<file path="src/rtl/cpu_pkg.sv">
`default_nettype none
// ============================================================================
// Module      : cpu_pkg
// Description : Shared constants, writeback select / load-align encodings and
//               small helpers for the MIPS core writeback stage.
// Revision    : 1.0 - initial release
// ============================================================================
package cpu_pkg;

    localparam int DEF_DW  = 32;
    localparam int DEF_RAW = 5;

    // Load alignment operations carried down the pipe from decode.
    typedef enum logic [2:0] {
        ALIGN_LW   = 3'b000,
        ALIGN_LB   = 3'b001,
        ALIGN_LBU  = 3'b010,
        ALIGN_LH   = 3'b011,
        ALIGN_LHU  = 3'b100,
        ALIGN_LWL  = 3'b101,
        ALIGN_LWR  = 3'b110,
        ALIGN_RSVD = 3'b111
    } align_op_e;

    // Source of the register-file write data.
    typedef enum logic [1:0] {
        WBSEL_RESULT = 2'b00,
        WBSEL_LOAD   = 2'b01,
        WBSEL_HI     = 2'b10,
        WBSEL_LO     = 2'b11
    } wbsel_e;

    localparam logic [3:0] MASK_ALL  = 4'b1111;
    localparam logic [3:0] MASK_NONE = 4'b0000;

    // Physical byte lane in the memory word holding the addressed byte.
    // Big-endian reverses the lane order within the word.
    function automatic logic [1:0] byte_lane(input logic [1:0] offset,
                                             input logic       big_endian);
        return offset ^ {2{big_endian}};
    endfunction

endpackage
`default_nettype wire

</file>
<file path="src/rtl/cpu_wb_pipe_if.sv">
`default_nettype none
// ============================================================================
// Module      : cpu_wb_pipe_if
// Description : MEM -> WB handshake and register-file write bundle. The
//               master side is the MEM stage / hazard unit, the slave side is
//               the writeback stage.
// Revision    : 1.0 - initial release
// ============================================================================
interface cpu_wb_pipe_if
    import cpu_pkg::*;
#(
    parameter int RAW = DEF_RAW,
    parameter int DW  = DEF_DW
) ();

    // Control from the hazard unit / core.
    logic           big_endian;
    logic           stall;
    logic           flush;
    logic           irqn;

    // MEM stage instruction.
    logic           m_valid;
    logic [RAW-1:0] m_rd;
    logic           m_rd_we;
    logic [1:0]     m_wbdata_sel;
    logic [2:0]     m_align_op;
    logic [1:0]     m_dmem_offset;
    logic [DW-1:0]  m_result;
    logic [DW-1:0]  m_rdata;
    logic [1:0]     m_hilo_we;
    logic [DW-1:0]  m_mul_hi;
    logic [DW-1:0]  m_mul_lo;

    // Register-file write port and architectural state.
    logic           rf_we;
    logic [RAW-1:0] rf_waddr;
    logic [DW-1:0]  rf_wdata;
    logic [3:0]     rf_wmask;
    logic [DW-1:0]  hi_q;
    logic [DW-1:0]  lo_q;

    // Forwarding toward EX.
    logic           fwd_valid;
    logic [RAW-1:0] fwd_rd;
    logic [DW-1:0]  fwd_data;

    logic           wb_valid;

    modport master (
        output big_endian, stall, flush, irqn,
        output m_valid, m_rd, m_rd_we, m_wbdata_sel, m_align_op, m_dmem_offset,
        output m_result, m_rdata, m_hilo_we, m_mul_hi, m_mul_lo,
        input  rf_we, rf_waddr, rf_wdata, rf_wmask, hi_q, lo_q,
        input  fwd_valid, fwd_rd, fwd_data, wb_valid
    );

    modport slave (
        input  big_endian, stall, flush, irqn,
        input  m_valid, m_rd, m_rd_we, m_wbdata_sel, m_align_op, m_dmem_offset,
        input  m_result, m_rdata, m_hilo_we, m_mul_hi, m_mul_lo,
        output rf_we, rf_waddr, rf_wdata, rf_wmask, hi_q, lo_q,
        output fwd_valid, fwd_rd, fwd_data, wb_valid
    );

endinterface
`default_nettype wire

</file>
<file path="src/rtl/cpu_wb_align.sv">
`default_nettype none
// ============================================================================
// Module      : cpu_wb_align
// Description : Combinational load-data alignment. Extracts / extends the
//               addressed byte or halfword and produces LWL/LWR partial-word
//               data with the matching byte-lane write mask.
// Revision    : 1.0 - initial release
// ============================================================================
module cpu_wb_align
    import cpu_pkg::*;
#(
    parameter int DW = DEF_DW
) (
    input  logic [1:0]    offset_i,
    input  logic          big_endian_i,
    input  logic [2:0]    align_op_i,
    input  logic [DW-1:0] load_data_i,
    output logic [DW-1:0] dout_o,
    output logic [3:0]    write_mask_o
);

    logic [1:0]  lane;
    logic [7:0]  byte_v;
    logic [15:0] half_v;
    align_op_e   op;

    assign lane   = byte_lane(offset_i, big_endian_i);
    assign byte_v = load_data_i[{lane, 3'b000} +: 8];
    // Halfword loads are assumed aligned; only the upper lane bit matters.
    assign half_v = load_data_i[{lane[1], 4'b0000} +: 16];
    assign op     = align_op_e'(align_op_i);

    // Select aligned data and lane mask. LWL fills the register from the top
    // down to the addressed lane, LWR from the bottom up; the register file
    // merges the untouched lanes using the mask.
    always_comb begin
        dout_o       = load_data_i;
        write_mask_o = MASK_ALL;
        case (op)
            ALIGN_LB:  dout_o = {{(DW-8){byte_v[7]}}, byte_v};
            ALIGN_LBU: dout_o = {{(DW-8){1'b0}}, byte_v};
            ALIGN_LH:  dout_o = {{(DW-16){half_v[15]}}, half_v};
            ALIGN_LHU: dout_o = {{(DW-16){1'b0}}, half_v};
            ALIGN_LWL: begin
                dout_o       = load_data_i << {~lane, 3'b000};
                write_mask_o = MASK_ALL << ~lane;
            end
            ALIGN_LWR: begin
                dout_o       = load_data_i >> {lane, 3'b000};
                write_mask_o = MASK_ALL >> lane;
            end
            default: begin
                dout_o       = load_data_i;
                write_mask_o = MASK_ALL;
            end
        endcase
    end

endmodule
`default_nettype wire

</file>
<file path="src/rtl/cpu_wb_pipe.sv">
`default_nettype none
// ============================================================================
// Module      : cpu_wb_pipe
// Description : Registered writeback stage: MEM/WB pipeline register with
//               stall/flush/kill, architectural HI/LO, load alignment, the
//               register-file write port and a forwarding port toward EX.
// Revision    : 1.0 - initial release
// ============================================================================
module cpu_wb_pipe
    import cpu_pkg::*;
#(
    parameter int RAW     = DEF_RAW,
    parameter int DW      = DEF_DW,
    parameter bit HILO_EN = 1'b1,
    parameter bit FWD_EN  = 1'b1
) (
    input  logic         clk,
    input  logic         rst_n,
    cpu_wb_pipe_if.slave bus
);

    // The alignment datapath is built around 4 byte lanes of a 32-bit word.
    if (DW != 32) begin : g_dw_check
        $error("cpu_wb_pipe: DW must be 32");
    end

    // MEM/WB pipeline register.
    logic           wb_valid_q;
    logic [RAW-1:0] wb_rd_q;
    logic           wb_rd_we_q;
    logic [1:0]     wb_sel_q;
    logic [2:0]     wb_align_op_q;
    logic [1:0]     wb_offset_q;
    logic [DW-1:0]  wb_result_q;
    logic [DW-1:0]  wb_rdata_q;
    logic [1:0]     wb_hilo_we_q;
    logic [DW-1:0]  wb_mul_hi_q;
    logic [DW-1:0]  wb_mul_lo_q;

    logic           wb_valid_d;
    logic           capture;

    logic [DW-1:0]  hi_val;
    logic [DW-1:0]  lo_val;
    logic [DW-1:0]  load_data;
    logic [3:0]     load_mask;
    logic [DW-1:0]  wdata;
    logic [3:0]     wmask;
    logic           we;

    // Flush beats stall; an interrupt only kills an instruction being captured.
    assign capture    = !bus.flush && !bus.stall;
    assign wb_valid_d = bus.flush ? 1'b0
                      : bus.stall ? wb_valid_q
                      : (bus.m_valid & bus.irqn);

    // Pipeline register: valid always follows the priority rules, payload
    // only loads on a normal capture and otherwise holds.
    always_ff @(posedge clk or negedge rst_n) begin
        if (!rst_n) begin
            wb_valid_q    <= 1'b0;
            wb_rd_q       <= '0;
            wb_rd_we_q    <= 1'b0;
            wb_sel_q      <= '0;
            wb_align_op_q <= '0;
            wb_offset_q   <= '0;
            wb_result_q   <= '0;
            wb_rdata_q    <= '0;
            wb_hilo_we_q  <= '0;
            wb_mul_hi_q   <= '0;
            wb_mul_lo_q   <= '0;
        end else begin
            wb_valid_q <= wb_valid_d;
            if (capture) begin
                wb_rd_q       <= bus.m_rd;
                wb_rd_we_q    <= bus.m_rd_we;
                wb_sel_q      <= bus.m_wbdata_sel;
                wb_align_op_q <= bus.m_align_op;
                wb_offset_q   <= bus.m_dmem_offset;
                wb_result_q   <= bus.m_result;
                wb_rdata_q    <= bus.m_rdata;
                wb_hilo_we_q  <= bus.m_hilo_we;
                wb_mul_hi_q   <= bus.m_mul_hi;
                wb_mul_lo_q   <= bus.m_mul_lo;
            end
        end
    end

    if (HILO_EN) begin : g_hilo
        logic [DW-1:0] hi_q;
        logic [DW-1:0] hi_d;
        logic [DW-1:0] lo_q;
        logic [DW-1:0] lo_d;

        // HI/LO retire on the edge the WB instruction leaves the stage, so a
        // stalled instruction commits exactly once.
        always_comb begin
            hi_d = hi_q;
            lo_d = lo_q;
            if (wb_valid_q && !bus.stall) begin
                if (wb_hilo_we_q[1]) hi_d = wb_mul_hi_q;
                if (wb_hilo_we_q[0]) lo_d = wb_mul_lo_q;
            end
        end

        // Architectural HI/LO state.
        always_ff @(posedge clk or negedge rst_n) begin
            if (!rst_n) begin
                hi_q <= '0;
                lo_q <= '0;
            end else begin
                hi_q <= hi_d;
                lo_q <= lo_d;
            end
        end

        assign hi_val = hi_q;
        assign lo_val = lo_q;
    end else begin : g_no_hilo
        assign hi_val = '0;
        assign lo_val = '0;
    end

    cpu_wb_align #(
        .DW (DW)
    ) u_align (
        .offset_i     (wb_offset_q),
        .big_endian_i (bus.big_endian),
        .align_op_i   (wb_align_op_q),
        .load_data_i  (wb_rdata_q),
        .dout_o       (load_data),
        .write_mask_o (load_mask)
    );

    // Writeback data select; HI/LO already reflect every older instruction.
    always_comb begin
        wdata = wb_result_q;
        wmask = MASK_ALL;
        case (wbsel_e'(wb_sel_q))
            WBSEL_RESULT: wdata = wb_result_q;
            WBSEL_LOAD: begin
                wdata = load_data;
                wmask = load_mask;
            end
            WBSEL_HI:     wdata = hi_val;
            WBSEL_LO:     wdata = lo_val;
            default:      wdata = wb_result_q;
        endcase
    end

    // r0 is hardwired; a held instruction keeps strobing while stalled.
    assign we = wb_valid_q & wb_rd_we_q & (wb_rd_q != '0);

    assign bus.rf_we    = we;
    assign bus.rf_waddr = wb_rd_q;
    assign bus.rf_wdata = wdata;
    assign bus.rf_wmask = wb_valid_q ? wmask : MASK_NONE;
    assign bus.hi_q     = hi_val;
    assign bus.lo_q     = lo_val;
    assign bus.wb_valid = wb_valid_q;

    if (FWD_EN) begin : g_fwd
        assign bus.fwd_valid = we;
        assign bus.fwd_rd    = wb_rd_q;
        assign bus.fwd_data  = wdata;
    end else begin : g_no_fwd
        assign bus.fwd_valid = 1'b0;
        assign bus.fwd_rd    = '0;
        assign bus.fwd_data  = '0;
    end

endmodule
`default_nettype wire
</file>
<file path="src/flat_wrapper.sv">
// flat-port wrapper written by rule: the top's interface ports become plain ports
module cpu_wb_pipe_flat import cpu_pkg::*;
#(
    parameter int RAW     = DEF_RAW,
    parameter int DW      = DEF_DW,
    parameter bit HILO_EN = 1'b1,
    parameter bit FWD_EN  = 1'b1
)
  (clk, rst_n, bus_big_endian, bus_stall, bus_flush, bus_irqn, bus_m_valid, bus_m_rd, bus_m_rd_we, bus_m_wbdata_sel, bus_m_align_op, bus_m_dmem_offset, bus_m_result, bus_m_rdata, bus_m_hilo_we, bus_m_mul_hi, bus_m_mul_lo, bus_rf_we, bus_rf_waddr, bus_rf_wdata, bus_rf_wmask, bus_hi_q, bus_lo_q, bus_fwd_valid, bus_fwd_rd, bus_fwd_data, bus_wb_valid);
  cpu_wb_pipe_if #(.RAW(RAW), .DW(DW)) bus_i ();
  input  logic clk;
  input  logic rst_n;
  input wire logic [$bits(bus_i.big_endian)-1:0] bus_big_endian;
  input wire logic [$bits(bus_i.stall)-1:0] bus_stall;
  input wire logic [$bits(bus_i.flush)-1:0] bus_flush;
  input wire logic [$bits(bus_i.irqn)-1:0] bus_irqn;
  input wire logic [$bits(bus_i.m_valid)-1:0] bus_m_valid;
  input wire logic [$bits(bus_i.m_rd)-1:0] bus_m_rd;
  input wire logic [$bits(bus_i.m_rd_we)-1:0] bus_m_rd_we;
  input wire logic [$bits(bus_i.m_wbdata_sel)-1:0] bus_m_wbdata_sel;
  input wire logic [$bits(bus_i.m_align_op)-1:0] bus_m_align_op;
  input wire logic [$bits(bus_i.m_dmem_offset)-1:0] bus_m_dmem_offset;
  input wire logic [$bits(bus_i.m_result)-1:0] bus_m_result;
  input wire logic [$bits(bus_i.m_rdata)-1:0] bus_m_rdata;
  input wire logic [$bits(bus_i.m_hilo_we)-1:0] bus_m_hilo_we;
  input wire logic [$bits(bus_i.m_mul_hi)-1:0] bus_m_mul_hi;
  input wire logic [$bits(bus_i.m_mul_lo)-1:0] bus_m_mul_lo;
  output wire logic [$bits(bus_i.rf_we)-1:0] bus_rf_we;
  output wire logic [$bits(bus_i.rf_waddr)-1:0] bus_rf_waddr;
  output wire logic [$bits(bus_i.rf_wdata)-1:0] bus_rf_wdata;
  output wire logic [$bits(bus_i.rf_wmask)-1:0] bus_rf_wmask;
  output wire logic [$bits(bus_i.hi_q)-1:0] bus_hi_q;
  output wire logic [$bits(bus_i.lo_q)-1:0] bus_lo_q;
  output wire logic [$bits(bus_i.fwd_valid)-1:0] bus_fwd_valid;
  output wire logic [$bits(bus_i.fwd_rd)-1:0] bus_fwd_rd;
  output wire logic [$bits(bus_i.fwd_data)-1:0] bus_fwd_data;
  output wire logic [$bits(bus_i.wb_valid)-1:0] bus_wb_valid;
  assign bus_i.big_endian = bus_big_endian;
  assign bus_i.stall = bus_stall;
  assign bus_i.flush = bus_flush;
  assign bus_i.irqn = bus_irqn;
  assign bus_i.m_valid = bus_m_valid;
  assign bus_i.m_rd = bus_m_rd;
  assign bus_i.m_rd_we = bus_m_rd_we;
  assign bus_i.m_wbdata_sel = bus_m_wbdata_sel;
  assign bus_i.m_align_op = bus_m_align_op;
  assign bus_i.m_dmem_offset = bus_m_dmem_offset;
  assign bus_i.m_result = bus_m_result;
  assign bus_i.m_rdata = bus_m_rdata;
  assign bus_i.m_hilo_we = bus_m_hilo_we;
  assign bus_i.m_mul_hi = bus_m_mul_hi;
  assign bus_i.m_mul_lo = bus_m_mul_lo;
  assign bus_rf_we = bus_i.rf_we;
  assign bus_rf_waddr = bus_i.rf_waddr;
  assign bus_rf_wdata = bus_i.rf_wdata;
  assign bus_rf_wmask = bus_i.rf_wmask;
  assign bus_hi_q = bus_i.hi_q;
  assign bus_lo_q = bus_i.lo_q;
  assign bus_fwd_valid = bus_i.fwd_valid;
  assign bus_fwd_rd = bus_i.fwd_rd;
  assign bus_fwd_data = bus_i.fwd_data;
  assign bus_wb_valid = bus_i.wb_valid;
  cpu_wb_pipe #(.RAW(RAW), .DW(DW), .HILO_EN(HILO_EN), .FWD_EN(FWD_EN)) u_core (.clk(clk), .rst_n(rst_n), .bus(bus_i));
endmodule
</file>
<file path="config.mk">
export PLATFORM = sky130hd
export DESIGN_NAME = cpu_wb_pipe_flat
export DESIGN_NICKNAME = d
export VERILOG_FILES = /design/src/rtl/cpu_pkg.sv /design/src/rtl/cpu_wb_pipe_if.sv /design/src/rtl/cpu_wb_align.sv /design/src/rtl/cpu_wb_pipe.sv /design/src/flat_wrapper.sv
export SDC_FILE = /design/constraint.sdc
export NUM_CORES = 1
export LEC_CHECK = 0
export BUFFER_PORTS_ARGS = -buffer_cell sky130_fd_sc_hd__buf_4
export CORE_ASPECT_RATIO = 1.4
export CORE_MARGIN = 2
export CORE_UTILIZATION = 48
export DETAILED_ROUTE_END_ITERATION = 10
export PLACE_DENSITY = 0.84
export SETUP_SLACK_MARGIN = 0.05
export SYNTH_ARGS = -nofsm -noshare
export SYNTH_HDL_FRONTEND = slang
export SYNTH_HIERARCHICAL = 1
export SYNTH_SLANG_ARGS = --single-unit
</file>
<file path="constraint.sdc">
create_clock -name clk -period 2.5 [get_ports clk]
set_input_delay 0.125 -clock clk [delete_from_list [all_inputs] [get_ports clk]]
set_output_delay 0.125 -clock clk [all_outputs]
set_load 0.01 [all_outputs]
</file>
# Yosys cells after proc, flatten, opt, wreduce, memory -nomap -nowiden
# Index checks and enable logic that the tools add are counted.
dict set report op_classes {
  addsub 0
  mul 0
  n_div 0
  magnitude_cmp 0
  n_eq_ne 10
  n_shift 6
  mux 7
  bitwise_logic 5
  n_reduce_logical 8
}
# cell count
set ops {}
lappend ops {{$pmux W32 S6} 1}
lappend ops {{$pmux W32 S4} 1}
lappend ops {{$shiftx A32 B6 Y16} 1}
lappend ops {{$shiftx A32 B6 Y8} 1}
lappend ops {{$shl A32 B5 Y32} 1}
lappend ops {{$shr A32 B5 Y32} 1}
lappend ops {{$eq A3 B3 Y1 const B} 3}
lappend ops {{$mux W4} 2}
lappend ops {{$pmux W4 S2} 1}
lappend ops {{$eq A3 B2 Y1 const B} 2}
lappend ops {{$reduce_bool A5 Y1} 1}
lappend ops {{$eq A2 B2 Y1 const B} 2}
lappend ops {{$reduce_and A2 Y1} 2}
lappend ops {{$shl A4 B2 Y4 const A} 1}
lappend ops {{$shr A4 B2 Y4 const A} 1}
lappend ops {{$and A1 B1 Y1} 3}
lappend ops {{$eq A3 B1 Y1 const B} 1}
lappend ops {{$eq A2 B1 Y1 const B} 1}
lappend ops {{$logic_and A1 B1 Y1} 2}
lappend ops {{$logic_not A1 Y1} 2}
lappend ops {{$logic_not A2 Y1} 1}
lappend ops {{$mux W1} 2}
lappend ops {{$ne A2 B1 Y1 const B} 1}
lappend ops {{$not A2 Y2} 1}
lappend ops {{$xor A2 B2 Y2} 1}
dict set report totals {
  ff_bits 208
  latch_bits 0
  ram_bits 0
  rom_bits 0
  inputBits 150
  output_inout_bits 145
  word_cells 49
  memories 0
}

# Depth between registers and ports, before layout
dict set report depth {
  word_depth 6
  depth_mapped 10
  mapped_depth_nobuf 6
}

# Modules after synthesis
# Netlist, hierarchy kept.
# mod n_inst cells_per_inst area_each_um2 seq_area_each_um2
set modules_own_cells {}
lappend modules_own_cells {cpu_wb_pipe 1 528 9160.0 5205.0}
lappend modules_own_cells {cpu_wb_align 1 309 2011.9 0.0}

# Worst setup path before layout
# No wires, ideal clock.
dict set report synth_path {
  kind {register -> output}
  from {register u_core.wb_offset_q[0]}
  to {output port bus_rf_wdata[23]}
  arrival_time_ns 2.377
  setup_slack_ns -0.002
  path_stages_with_launch 9
  n_path_buf 2
  cell_sequence {dfrtp_1 > buf_4 > xnor2_2 > mux2i_1 > mux2i_1 > nand3_2 > or3b_1 > mux4_2 > buf_4}
}
dict set report synth_between {
  elab_chain_len 5
  word_cells_on_any_way 7
  cone_classes {shift: 3; mux: 2; bitwise: 2}
}
# element line
set synth_rtl {}
lappend synth_rtl {{start, declared} cpu_wb_pipe.sv:33} ;# logic [1:0] wb_offset_q;
lappend synth_rtl {{start signal, assigned} cpu_wb_pipe.sv:79} ;# wb_offset_q <= bus.m_dmem_offset;
lappend synth_rtl {{$xor A2 B2 Y2 (*)} cpu_pkg.sv:40} ;# return offset ^ {2{big_endian}};
lappend synth_rtl {{parallel branches: the longest is 2 deep, another holds $shiftx A32 B6 Y8} n/a}
lappend synth_rtl {{$pmux W32 S6 (*)} cpu_wb_align.sv:39} ;# case (op)
lappend synth_rtl {{via u_core.load_data[23]} cpu_wb_pipe.sv:45} ;# logic [DW-1:0] load_data;
lappend synth_rtl {{$pmux W32 S4 (*)} cpu_wb_pipe.sv:139} ;# case (wbsel_e'(wb_sel_q))
lappend synth_rtl {{end, declared} flat_wrapper.sv:30} ;# output wire logic [$bits(bus_i.rf_wdata)-1:0] bus_rf_wdata;
# Mark *: on every way through the listed nets, which the timed path passes.

# Worst setup path in the final report
dict set report layout_path {
  from {register u_core.wb_offset_q[0]}
  to {output port bus_fwd_data[8]}
}
dict set report layout_between {
  elab_chain_len 5
  word_cells_on_any_way 7
  cone_classes {shift: 3; mux: 2; bitwise: 2}
}
# element line
set layout_rtl {}
lappend layout_rtl {{$xor A2 B2 Y2 (*)} cpu_pkg.sv:40}
lappend layout_rtl {{parallel branches: the longest is 2 deep, another holds $shiftx A32 B6 Y8} n/a}
lappend layout_rtl {{$pmux W32 S6 (*)} cpu_wb_align.sv:39}
lappend layout_rtl {{via u_core.load_data[8]} cpu_wb_pipe.sv:45}
lappend layout_rtl {{$pmux W32 S4 (*)} cpu_wb_pipe.sv:139}
lappend layout_rtl {{end, declared} flat_wrapper.sv:36} ;# output wire logic [$bits(bus_i.fwd_data)-1:0] bus_fwd_data;
# Marks and branches as above.

==> impl_metrics.py <==
metrics = {
    "clock_tree": {
        "clkTransAtPathRegs_ps": 60,
        "cts.sinks": 208,
        "max-clock-path-buffers": 3,
        "clock_latency_ps": 510,
        "clock-root-buffer": "clkbuf_16",
        "cts_tree": "yes",
        "numCtsBuffers": 22,
        "h-tree-depth": 1,
    },
    "die": {
        "core-area_um2": 23040,
        "die_h_um": 184.5,
        "die_area_um2": 24530,
        "initial_core_util_pct": 48.49,
        "io_pins": 295,
        "dieWidth_um": 132.9,
        "num_rows": 66,
    },
    "drt": {
        "vias": 9531,
        "drtPass1Iterations": 7,
        "route.detailed.drc": 0,
        "drt-initial-drc-count": 701,
        "wl_per_cell_um": 25.17,
        "wl_um": 40260,
        "drtAntennaViolNets": 0,
        "viasPerCell": 5.957,
    },
    "logic_synthesis": {
        "synth.most_common_cell": "dfrtp_1",
        "yosys.area.top_type": "dfrtp_1",
        "syn-instance-count": 837,
        "seq_area_frac_synth_pct": 46.59,
        "ys.flop_type": "dfrtp_1",
        "synth-seq-cells": 208,
        "synth_area_leaders": "dfrtp_1 (47%), mux2_2 (13%), mux2_4 (9.4%)",
        "synth.distinct_cells": 63,
        "synth.avg_cell_area_um2": 13.35,
        "netlist_area_um2": 11170,
        "synthArstFlopShare_pct": 100.0,
        "synth_top_area_share_pct": 46.59,
        "synth_warnings": 6,
        "synth_common_cells": "dfrtp_1 (208), mux2_2 (133), mux2_4 (70), buf_4 (49), nand2_1 (37)",
        "synth-edff-count": 0,
        "syn_nets": 987,
    },
    "sta": {
        "fin_crit_ps": 3119,
        "setup_ws_ps": -619.1,
        "finalMaxSlewViolations": 0,
        "fin_skew_ps": 6.989,
        "maxSlewHeadroom_pct": 55.66,
        "worst_slew_pin_slew_ps": 665.1,
        "max_freq_mhz": 320.6,
        "finalSetupViolCount": 64,
        "rsz0062_at_grt": "true",
        "post-route-period-util_pct": 124.8,
        "finalHoldViolCount": 0,
    },
    "placed_design": {
        "place_area_um2": 13660,
        "gp_congestion": 0.9305,
        "dp_hpwl_um": 24330,
        "port_buffers": 294,
    },
    "cells_and_area": {
        "final_area_um2": 16550,
        "register_area_um2": 5211,
        "layout-drive-gt1-share_pct": 54.56,
        "area_growth_pct": 48.11,
        "nNetsFinal": 1429,
        "multi_input_area_um2": 5623,
        "fin_util_pct": 71.82,
        "nFillCells": 1418,
        "diodes": 0,
    },
    "pwr": {
        "cellPowerDensity_nw_per_um2": 841.9,
        "ir_worst_vdd_mv": 0.7617,
        "leakage_nw": 7.557,
    },
    "grt": {
        "grt_overflow": 0,
        "grt_pass1_wl_um": 58090,
        "grt_pass1_vias": 9822,
        "grt_use_total_pct": 30.81,
        "grt_start_max_net_pins": 86,
        "grt_antenna_before_repair": 0,
    },
    "setup_path": {
        "reg2regPathDepth": 3,
        "crit_required_ps": 2380,
        "startpoint_type": "flip-flop",
        "startpoint": "u_core/wb_offset_q[0]$_DFFE_PN0P_",
        "cp.arrival_ps": 2990,
        "ff2ff_setup_slack_ps": 730,
        "cp_max_fo": 12,
        "endpoint": "bus_fwd_data[8]",
        "reg2reg_to": "u_core/bus.hi_q[16]$_DFFE_PN0P_",
        "crit_path_end_kind": "output port",
        "worstReg2RegStart": "u_core/bus.wb_valid$_DFFE_PN0P_",
        "crit_type": "flip-flop to output port",
    },
    "status": {
        "status": "finished, violations left",
        "violations": "negative setup slack",
    },
    "flow_run": {
        "maxCapViolCount": 0,
    },
    "worst_hold_path": {
        "hold_path.class": "primary input to asynchronous set/reset pin",
    },
}
-- worst max-delay path: stages, from the launching register on --
cell and delay (ps):
dfrtp_2 480, buf_4 210, nand2b_2 230, o221ai_1 200, o21ai_0 160, a32oi_1 320, o211ai_1 210, mux4_2 520
buf_4 170
-- cells in the final DEF, fill, tap and decap left out, types with 7 or more instances in the layout --
master	instances
mux4_2	32
o211ai_1	10
buf_12	9
inv_1	8
clkbuf_16	24
a21oi_1	13
a22o_1	9
a221o_1	7
o21ai_0	30
a22oi_2	7
mux2_2	133
nor2_1	14
dfrtp_1	203
mux2i_1	11
buf_6	49
o21ai_1	9
nor3_1	7
buf_4	306
a21o_1	9
mux2_4	70
mux2i_2	7
a211o_1	7
mux2i_4	8
nand2_1	31
a22oi_1	15
dlygate4sd3_1	146
-- layer usage --
layer	vias to the layer above	track usage [%]	share of wire [%]
met5	-	0	0
met2	584	54.26	52
met3	195	5.446	7.4
met4	0	15.61	6.0
li1	3972	-	-
met1	4780	36.14	35
-- where the power goes --
part	internal [mW]	total, mW	switching (mW)
combinational	3.16	5.68	2.53
sequential	4.06	4.89	0.833
clock	1.98	3.36	1.38
-- registers in the layout (all words and copies together), names as in the netlist --
signal,count
u_core/bus.hi_q,32
u_core/bus.lo_q,32
u_core/wb_mul_hi_q,32
u_core/wb_mul_lo_q,32
u_core/wb_rdata_q,32
u_core/wb_result_q,32
u_core/bus.fwd_rd,5
u_core/wb_align_op_q,3
u_core/wb_hilo_we_q,2
u_core/wb_offset_q,2
u_core/wb_sel_q,2
u_core/bus.wb_valid,1
u_core/wb_rd_we_q,1
-- cell families (layout without fill, tap and decap cells) --
| family | Yosys count | in the layout | share of synthesized area, % |
|---|---|---|---|
| buf+inv | 106 | 562 | 6.294 |
| xor+xnor | 4 | 4 | 0.5824 |
| compound gates | 156 | 157 | 9.878 |
| flops | 208 | 208 | 46.59 |
| simple gates | 97 | 97 | 4.558 |
| mux | 266 | 266 | 32.10 |
-- how the worst min path moves through the flow --
stage | to | start | depth (start not counted) | slack [ps]
floorplan | u_core/bus.fwd_rd[0]$_DFFE_PN0P_ | rst_n | 0 | -170
global placement | u_core/bus.hi_q[27]$_DFFE_PN0P_ | rst_n | 1 | 120
detailed placement | u_core/wb_mul_hi_q[27]$_DFFE_PN0P_ | rst_n | 1 | 120
CTS | u_core/wb_mul_hi_q[27]$_DFFE_PN0P_ | rst_n | 2 | 150
global route | u_core/wb_result_q[31]$_DFFE_PN0P_ | rst_n | 2 | 180
finish | u_core/wb_mul_hi_q[27]$_DFFE_PN0P_ | rst_n | 2 | 140
-- stage by stage --
step	power (mW)	setup TNS (ps)	cells	hold slack, ps	worst slack, ps
after floorplan	7.346	0	837	-170.6	64.44
after global placement	9.367	-622.0	1403	117.7	-64.34
after detailed placement	9.496	-1155	1403	124.9	-116.0
after CTS	13.10	-31490	1589	153.0	-549.0
after global routing	14.41	-37210	1600	183.8	-672.4
final	13.93	-32940	1600	137.2	-619.1
-- cell type report --
class                   instances  area share [%]
multi-input cells             524           33.98
flip-flops and latches        208           31.49
repair buffers                514           27.55
clock buffers                  29           3.796
well taps                     306           2.314
clock inverters                10          0.6578
inverters                       9          0.2042
-- timing repair --
item	4_1_cts	5_1_grt
pin swaps	4	21
setup buffers	1	8
endpoints found under the setup margin	65	65
hold endpoints to repair	193	0
resized for setup	15	117
gates cloned	0	3
hold buffers	146	0
Power figures use the tool's default switching activity.
